==> src/rtl/dff_pipe.sv <==
// WIDTH-bit, DEPTH-stage elastic register pipeline with valid/ready flow control,
// bubble collapsing, synchronous flush and a programmable reset/flush value.
module dff_pipe #(
    parameter int              WIDTH   = 8,
    parameter int              DEPTH   = 3,
    parameter logic [WIDTH-1:0] RST_VAL = '0
) (
    input  logic                       clk,
    input  logic                       rst,
    input  logic [WIDTH-1:0]           d,
    input  logic                       in_valid,
    output logic                       in_ready,
    input  logic                       flush,
    output logic [WIDTH-1:0]           q,
    output logic [WIDTH-1:0]           q_bar,
    output logic                       out_valid,
    input  logic                       out_ready,
    output logic [$clog2(DEPTH+1)-1:0] count
);

    localparam int CW = $clog2(DEPTH + 1);

    logic [DEPTH-1:0]            v_reg;
    logic [DEPTH-1:0]            v_next;
    logic [DEPTH-1:0]            adv;
    logic [DEPTH-1:0][WIDTH-1:0] stage_data;
    logic [CW-1:0]               count_reg;
    logic [CW-1:0]               count_next;
    logic                        accept;

    // A stage advances when it is valid and its successor is empty or itself advancing,
    // so the chain is resolved from the output end backwards.
    always_comb begin
        adv = '0;
        adv[DEPTH-1] = v_reg[DEPTH-1] & out_ready;
        for (int i = DEPTH - 2; i >= 0; i--) begin
            adv[i] = v_reg[i] & (~v_reg[i+1] | adv[i+1]);
        end
    end

    assign in_ready = ~rst & ~flush & (~v_reg[0] | adv[0]);
    assign accept   = in_valid & in_ready;

    genvar gi;
    generate
        for (gi = 0; gi < DEPTH; gi++) begin : g_stage
            logic             load;
            logic [WIDTH-1:0] src;
            logic [WIDTH-1:0] data_reg;

            if (gi == 0) begin : g_head
                assign load = accept;
                assign src  = d;
            end else begin : g_body
                assign load = adv[gi-1];
                assign src  = stage_data[gi-1];
            end

            // Loading wins over draining: a stage that passes its item on while receiving
            // a new one stays valid.
            assign v_next[gi] = flush ? 1'b0 :
                                load  ? 1'b1 :
                                adv[gi] ? 1'b0 : v_reg[gi];

            always_ff @(posedge clk or posedge rst) begin
                if (rst) begin
                    data_reg <= RST_VAL;
                end else if (flush) begin
                    data_reg <= RST_VAL;
                end else if (load) begin
                    data_reg <= src;
                end
            end

            assign stage_data[gi] = data_reg;
        end
    endgenerate

    always_comb begin
        count_next = '0;
        for (int i = 0; i < DEPTH; i++) begin
            count_next = count_next + CW'(v_next[i]);
        end
    end

    always_ff @(posedge clk or posedge rst) begin
        if (rst) begin
            v_reg     <= '0;
            count_reg <= '0;
        end else begin
            v_reg     <= v_next;
            count_reg <= count_next;
        end
    end

    assign q         = stage_data[DEPTH-1];
    assign q_bar     = ~stage_data[DEPTH-1];
    assign out_valid = v_reg[DEPTH-1];
    assign count     = count_reg;

endmodule
==> config.mk <==
export PLATFORM = sky130hd
export DESIGN_NAME = dff_pipe
export DESIGN_NICKNAME = d
export VERILOG_FILES = /design/src/rtl/dff_pipe.sv
export SDC_FILE = /design/constraint.sdc
export NUM_CORES = 1
export LEC_CHECK = 0
export CAP_MARGIN = 30
export CORE_UTILIZATION = 45
export CTS_CLUSTER_DIAMETER = 30
export DETAILED_ROUTE_END_ITERATION = 8
export PLACE_DENSITY = 0.76
export SYNTH_ARGS = -nofsm -noshare
export SYNTH_HDL_FRONTEND = slang
export SYNTH_SLANG_ARGS = --single-unit
==> constraint.sdc <==
create_clock -name clk -period 1.82 [get_ports clk]
set_input_delay 0.273 -clock clk [delete_from_list [all_inputs] [get_ports clk]]
set_output_delay 0.273 -clock clk [all_outputs]
set_load 0.02 [all_outputs]
Word level (Yosys, flattened, before mapping)
Index checks and enable logic that the tools add are counted.
Widths: inputs -> output; s select.
{"block": "word_totals", "out_inout_bits": 20, "input_bits": 13, "elab_cells": 40, "register_bits": 29}
{"block": "op_classes", "reduce_logical": 3, "mux": 15, "bitwise": 15, "addsub": 2}
{"operator": "$mux 8", "count": 6}
{"operator": "$mux 1", "count": 9}
{"operator": "$not 8->8", "count": 1}
{"operator": "$and 1x1->1", "count": 6}
{"operator": "$reduce_bool 2->1", "count": 3}
{"operator": "$not 1->1", "count": 5}
{"operator": "$or 1x1->1", "count": 3}
{"operator": "$add 1x1->2", "count": 1}
{"operator": "$add 2x1->2", "count": 1}

Logic depth before layout (Yosys ltp)
Gate-level depths: netlist (run 1).
{"block": "depth", "depth_word": 12, "mapped_depth": 6}

Worst setup path before layout (run 1)
No wires, ideal clock.
{"block": "synth_path", "path_kind": "register to register", "startpoint": "reg v_reg[2]", "endpoint": "reg count_reg[0] (netlist: count[0])", "path_slack_ns": 0.080, "arrival_ns": 1.627, "stages_incl_launch_ff": 7, "path_cell_list": "dfrtp_1 nor2b_4 buf_6 nand3_1 a21o_1 fa_1 inv_1"}
{"block": "synth_via", "elab_chain_cells": 12}
{"item": "from (decl)", "line": "23", "source": "logic [DEPTH-1:0] v_reg;"}
{"item": "from (signal assigned)", "line": "91", "source": "v_reg <= v_next;"}
{"item": "$and 1x1->1 / $not 1->1 (equally long branches)", "line": "35, 37"}
{"item": "$or 1x1->1", "line": "37", "source": "adv[i] = v_reg[i] & (~v_reg[i+1] | adv[i+1]);"}
{"item": "$and 1x1->1", "line": "37"}
{"item": "$or 1x1->1", "line": "37"}
{"item": "$and 1x1->1", "line": "37"}
{"item": "$or 1x1->1", "line": "41", "source": "assign in_ready = ~rst & ~flush & (~v_reg[0] | adv[0]);"}
{"item": "$and 1x1->1", "line": "41"}
{"item": "$and 1x1->1", "line": "42", "source": "assign accept = in_valid & in_ready;"}
{"item": "$mux 1", "line": "62", "source": "load ? 1'b1 :"}
{"item": "$mux 1", "line": "61", "source": "assign v_next[gi] = flush ? 1'b0 :"}
{"item": "$add 1x1->2", "line": "82", "source": "count_next = count_next + CW'(v_next[i]);"}
{"item": "$add 2x1->2 *", "line": "82"}
{"item": "named net count_next[0]", "line": "28", "source": "logic [CW-1:0] count_next;"}
{"item": "to (signal assigned)", "line": "92", "source": "count_reg <= count_next;"}
{"item": "to (decl)", "line": "27", "source": "logic [CW-1:0] count_reg;"}
The timed path passes the listed nets; every way through them passes the cells marked *.
A chain may end at the register's enable or synchronous reset.

Worst setup path after layout (run 1)
Same ends and word-level chain as after synthesis.

==> results of run 1 <==
## cell type report
type | instances | area (um^2) | area share [%]
clock inverter | 1 | 30.03 | 1.644
timing repair buffer | 43 | 410.4 | 22.47
sequential | 29 | 725.7 | 39.73
clock buffer | 7 | 55.05 | 3.014
multi-input combinational | 70 | 510.5 | 27.95
inverter | 15 | 56.30 | 3.082
tap | 31 | 38.79 | 2.123
## how the worst max path moves through the flow
stage / depth (start not counted) / end
final: 6 / count[0]
after global routing: 4 / in_ready
after CTS: 4 / in_ready
after detailed placement: 5 / in_ready
after global placement: 5 / in_ready
after floorplan: 6 / count[0]
## critical path: stages, from the launching register on
cell     delay [ps]
dfrtp_1         410
nor2b_4         170
nand3_1          90
buf_4           140
a21o_1          180
fa_1            530
inv_1            40
## routing by layer
metal / share of wire (%) / wire (um) / GRT usage, % / vias up
met2: 48 / 1227 / 30.44 / 28
met1: 46 / 1186 / 25.23 / 484
met4: 1.4 / 37 / 7.317 / 0
met3: 4.6 / 119 / 6.452 / 6
li1: - / - / - / 487
met5: 0 / 0 / 0 / -
## cells by family after synthesis
kind of cell             after synthesis  synth area share, %
buffers and inverters                 21                6.704
AND/OR/NAND/NOR                       31                15.49
multiplexers                           8                6.044
flip-flops                            29                54.77
adder cells (fa/ha/maj)                1                1.511
AO/OA/AOI/OAI                         30                15.49
## power groups by stage
stage | Sequential (uW) | Combinational [uW] | Clock, uW
finish | 667 | 127 | 547
CTS | 667 | 129 | 561
global placement | 679 | 126 | 0
floorplan | 683 | 62.1 | 0
detailed placement | 680 | 129 | 0
global route | 669 | 141 | 596
## per-stage QoR
step / utilization [%] / cells / setup TNS (ps) / setup slack [ps] / area, um^2
floorplan: - / 120 / 0 / 79.52 / 1325
global placement: 62.80 / 188 / -314.9 / -184.8 / 1747
detailed placement: 62.80 / 188 / -460.4 / -234.3 / 1747
CTS: 65.81 / 196 / 0 / 29.48 / 1831
global route: 65.68 / 196 / 0 / 67.67 / 1827
finish: 65.68 / 196 / 0 / 162.7 / 1827
## cells in the final DEF (no fill, tap or decap)
cell type,n
a31oi_4,1
nand3_1,9
clkbuf_4,5
nor3b_1,1
clkdlybuf4s50_1,31
a21o_1,2
a21oi_1,10
clkbuf_2,1
nor2b_4,1
clkbuf_8,1
clkbuf_1,1
o21ai_0,8
fa_1,1
bufinv_16,1
a22o_1,8
nand2b_1,18
nand3b_1,1
nor3b_4,1
inv_1,15
dfrtp_1,29
buf_4,10
mux2i_1,8
buf_12,1
a21oi_2,1
## cell usage after synthesis, drive strengths merged (2+ instances only)
cell,instances
dfrtp,29
clkbuf,3
o21ai,8
a22o,8
nand3,9
buf,3
inv,15
a21oi,11
nand2b,18
mux2i,8
a21o,2
nor3b,2
## timing repair
action / CTS / global route
setup endpoints to repair: 1 / 1
gates resized for setup: 1 / 3
hold endpoints to repair: 0 / 0
==> impl_metrics.yaml, run 1 <==
placement:
  gp_congestion: 0.8219
  hpwl_mm: 1.865
  io_buffers: 32
clock_network:
  cts_root_buf: "clkbuf_4"
  clockBufferDepth: 2
  cts_hold_buffers: 0
  cts_tree: "done"
  cts_sinks: 29
  clock_latency_ps: 320
  post_cts_buffers: 0
  cts_buffers: 5
  path_clk_slew_ps: 90
  htree_num_levels: 2
logic_synthesis:
  yosysSeqAreaShare_pct: 54.77
  synthFlopType: "dfrtp_1"
  yosysWarningCount: 0
  synthArstFlopShare_pct: 100.0
  syn-num-nets: 134
  synthDistinctLibCells: 19
  synthTopCellsByArea: "dfrtp_1 55%, nand2b_1 8.5%, mux2i_1 6.0%"
  synth_largest_area_cell: "dfrtp_1"
  syn_avg_cell_area_um2: 11.04
  ys_seq_elements: 29
  synth_edf_count: 0
  synth_top_area_share_pct: 54.77
  synth_cells: 120
  synth_area_um2: 1325
setup_path:
  reg2reg_slack_ps: 160
  crit_fanout: 4
  cp-start-kind: "flip-flop"
  crit_arrival_ps: 1880
  r2r_cells: 6
  r2r_start: "v_reg[2]"
  endpoint_kind: "flip-flop"
  crit_required_ps: 2040
  r2r_end: "count[0]"
  startpoint: "v_reg[2]"
  crit_type: "flip-flop to flip-flop"
route:
  viasPerCell: 5.128
  dr.pass1.iters: 4
  ant_nets: 0
  route.detailed.drc: 0
  routedWlPerCell_um: 13.12
  routed_wl_mm: 2.571
  vias: 1005
  drtIter0Drc: 15
global_routing:
  antenna_found_initial: 0
  grt_pass1_wl_mm: 4.726
  gr-total-overflow: 0
  grt_max_degree: 30
  track_usage_pct: 19.47
  first_global_vias: 1039
hold_path:
  hold_class: "input port to asynchronous set/reset pin"
power:
  peakVddDrop_mv: 0.5453
  p_sw_share_pct: 21.59
  power_frac_comb_pct: 9.5
  clkPwrFrac_pct: 40.8
  switching_power_uw: 289.6
  design_power_total_uw: 1341
  p_per_area_nw_per_um2: 734.2
  pwr-share-seq_pct: 49.8
  p_int_uw: 1052
  p_leak_uw: 0.0007951
finish:
  finalNetCount: 178
  largest_reg_flops: 16
  fill_cells: 243
  drive_gt1_share_pct: 13.94
  antenna_cells: 0
  syn_to_final_growth_pct: 37.87
sta:
  worstMarginPinSlew_ps: 359.3
  clock_skew_ps: 7.196
  period_minus_slack_ps: 1657
  slew_viol_final: 0
  whs_ps: 378.4
  maxSlewHeadroom_pct: 76.05
  finalHoldViolations: 0
  max_freq_mhz: 603.4
  final.period_utilization_pct: 91.06
  rsz0062_at_grt: "false"
  finalSetupViolCount: 0
job:
  maxCapViolCount: 0
die:
  die_area_um2: 3166
  coreArea_um2: 2781
  die_h_um: 56.27
  die_x_um: 56.27
  rows: 19
  boundaryPins: 33
  start_util_pct: 47.64
run_status:
  status: "completed"
Power figures use the tool's default switching activity.
==> run 2: changes to the inputs <==
--- a/config.mk
+++ b/config.mk
@@ -7,6 +7,7 @@
 export LEC_CHECK = 0
 export CAP_MARGIN = 30
 export CORE_UTILIZATION = 45
+export CTS_BUF_LIST = sky130_fd_sc_hd__clkbuf_16
 export CTS_CLUSTER_DIAMETER = 30
 export DETAILED_ROUTE_END_ITERATION = 8
 export PLACE_DENSITY = 0.76
==> run 2 against run 1 <==
Net effect:
- clock power rose by 64%
- worst hold slack improved by 55 ps
- clock skew fell by 3.8 ps
- maximum frequency fell by 3.1%
- non-clock buffer count did not move
- critical path type is now input port to flip-flop
- largest power group is now the clock network
- highest routed layer unchanged
==> impl_metrics.yaml, run 2 (same netlist as run 1, synthesis figures left out) <==
setup_path:
  crit_arrival_ps: 1880
  crit_type: "input port to flip-flop"
  reg2reg_slack_ps: 160
  crit_required_ps: 1990
  r2r_cells: 6
  r2r_start: "v_reg[2]"
  r2r_end: "count[0]"
  crit_fanout: 3
  cp-start-kind: "input port"
  endpoint_kind: "flip-flop"
power:
  p_leak_uw: 0.0008322
  peakVddDrop_mv: 0.7848
  p_per_area_nw_per_um2: 890.4
  design_power_total_uw: 1696
route:
  ant_nets: 0
  route.detailed.drc: 0
  dr.pass1.iters: 4
  vias: 1015
  drtIter0Drc: 24
  routed_wl_mm: 2.612
  viasPerCell: 5.179
  routedWlPerCell_um: 13.33
placement:
  hpwl_mm: 1.865
  gp_congestion: 0.8219
  io_buffers: 32
  place_inst: 188
sta:
  slew_viol_final: 0
  worstMarginPinSlew_ps: 359.5
  max_freq_mhz: 584.4
  period_minus_slack_ps: 1711
  clock_skew_ps: 3.392
  maxSlewHeadroom_pct: 76.03
  finalSetupViolCount: 0
  fin_setup_tns_ps: 0
  rsz0062_at_grt: "false"
  whs_ps: 433.2
  finalHoldViolations: 0
  final.period_utilization_pct: 94.02
clock_network:
  cts_hold_buffers: 0
  cts_tree: "done"
  cts_root_buf: "clkbuf_16"
  cts_sinks: 29
  clock_latency_ps: 270
  clockBufferDepth: 2
  htree_num_levels: 2
  path_clk_slew_ps: 50
  cts_buffers: 5
finish:
  drive_gt1_share_pct: 13.33
  layout_common_cells: "31 x clkdlybuf4s50_1, 29 x dfrtp_1, 18 x nand2b_1"
  largest_reg_flops: 16
  layout_commonest_cell: "clkdlybuf4s50_1"
  finish.utilization_pct: 68.47
  fin_cells: 196
  syn_to_final_growth_pct: 43.72
  fill_cells: 226
  antenna_cells: 0
  finalNetCount: 178
run_status:
  status: "completed"
die:
  start_util_pct: 47.64
  coreArea_um2: 2781
  die_area_um2: 3166
  die_h_um: 56.27
  rows: 19
  die_x_um: 56.27
  boundaryPins: 33
global_routing:
  antenna_found_initial: 0
  first_global_vias: 1046
  track_usage_pct: 20.11
  grt_max_degree: 30
  grt_pass1_wl_mm: 4.733
  gr-total-overflow: 0
hold_path:
  hold_class: "input port to asynchronous set/reset pin"
job:
  maxCapViolCount: 0
-- run 2: what timing repair did --
action                                  4_1_cts  5_1_grt
gates resized for setup                       1        3
endpoints found under the hold margin         0        0
endpoints found under the setup margin        1        1
buffers inserted                              0        0
-- run 2: power breakdown --
group / leakage [uW] / total, uW / switching (uW) / internal, uW
clock network: 0.0000826 / 899 / 266 / 633
registers: 0.000400 / 670 / 8.48 / 661
logic: 0.000350 / 127 / 61.7 / 64.9
total: 0.000832 / 1700 / 336 / 1360
-- run 2: worst max-delay path by stage --
stage | from | to | slack [ps] | cells after the start
6_report | out_ready | count[0] | 110 | 7
5_1_grt | out_ready | count[0] | 20 | 7
4_1_cts | out_ready | in_ready | 40 | 5
3_5_place_dp | out_ready | in_ready | -230 | 5
3_3_place_gp | out_ready | in_ready | -180 | 5
2_1_floorplan | v_reg[2] | count[0] | 80 | 6
-- run 2: cell type report --
| cell class | instances | area, um^2 | share of cell area (%) |
|---|---|---|---|
| timing repair buffer | 43 | 410.4 | 21.55 |
| tap | 31 | 38.79 | 2.037 |
| clock inverter | 3 | 37.54 | 1.971 |
| clock buffer | 5 | 125.1 | 6.570 |
| sequential | 29 | 725.7 | 38.11 |
| inverter | 15 | 56.30 | 2.957 |
| multi-input combinational | 70 | 510.5 | 26.81 |
-- run 2: through the flow --
step                      area (um^2)  setup slack [ps]
after CTS                        1908             42.55
final                            1904             108.8
after detailed placement         1747            -234.3
after global routing             1904             22.05
after floorplan                  1325             79.52
after global placement           1747            -184.8
-- run 2: routing by layer --
layer	wire length [um]	GRT usage, %
met5	0	0
met4	65	12.54
met3	116	5.991
met2	1252	30.95
met1	1177	24.77
-- run 2: worst max-delay path, stage by stage --
cell             delay (ps)
clkdlybuf4s50_1         480
nor2b_4                 140
nand3_1                  90
buf_4                   140
a21o_1                  180
fa_1                    530
inv_1                    40
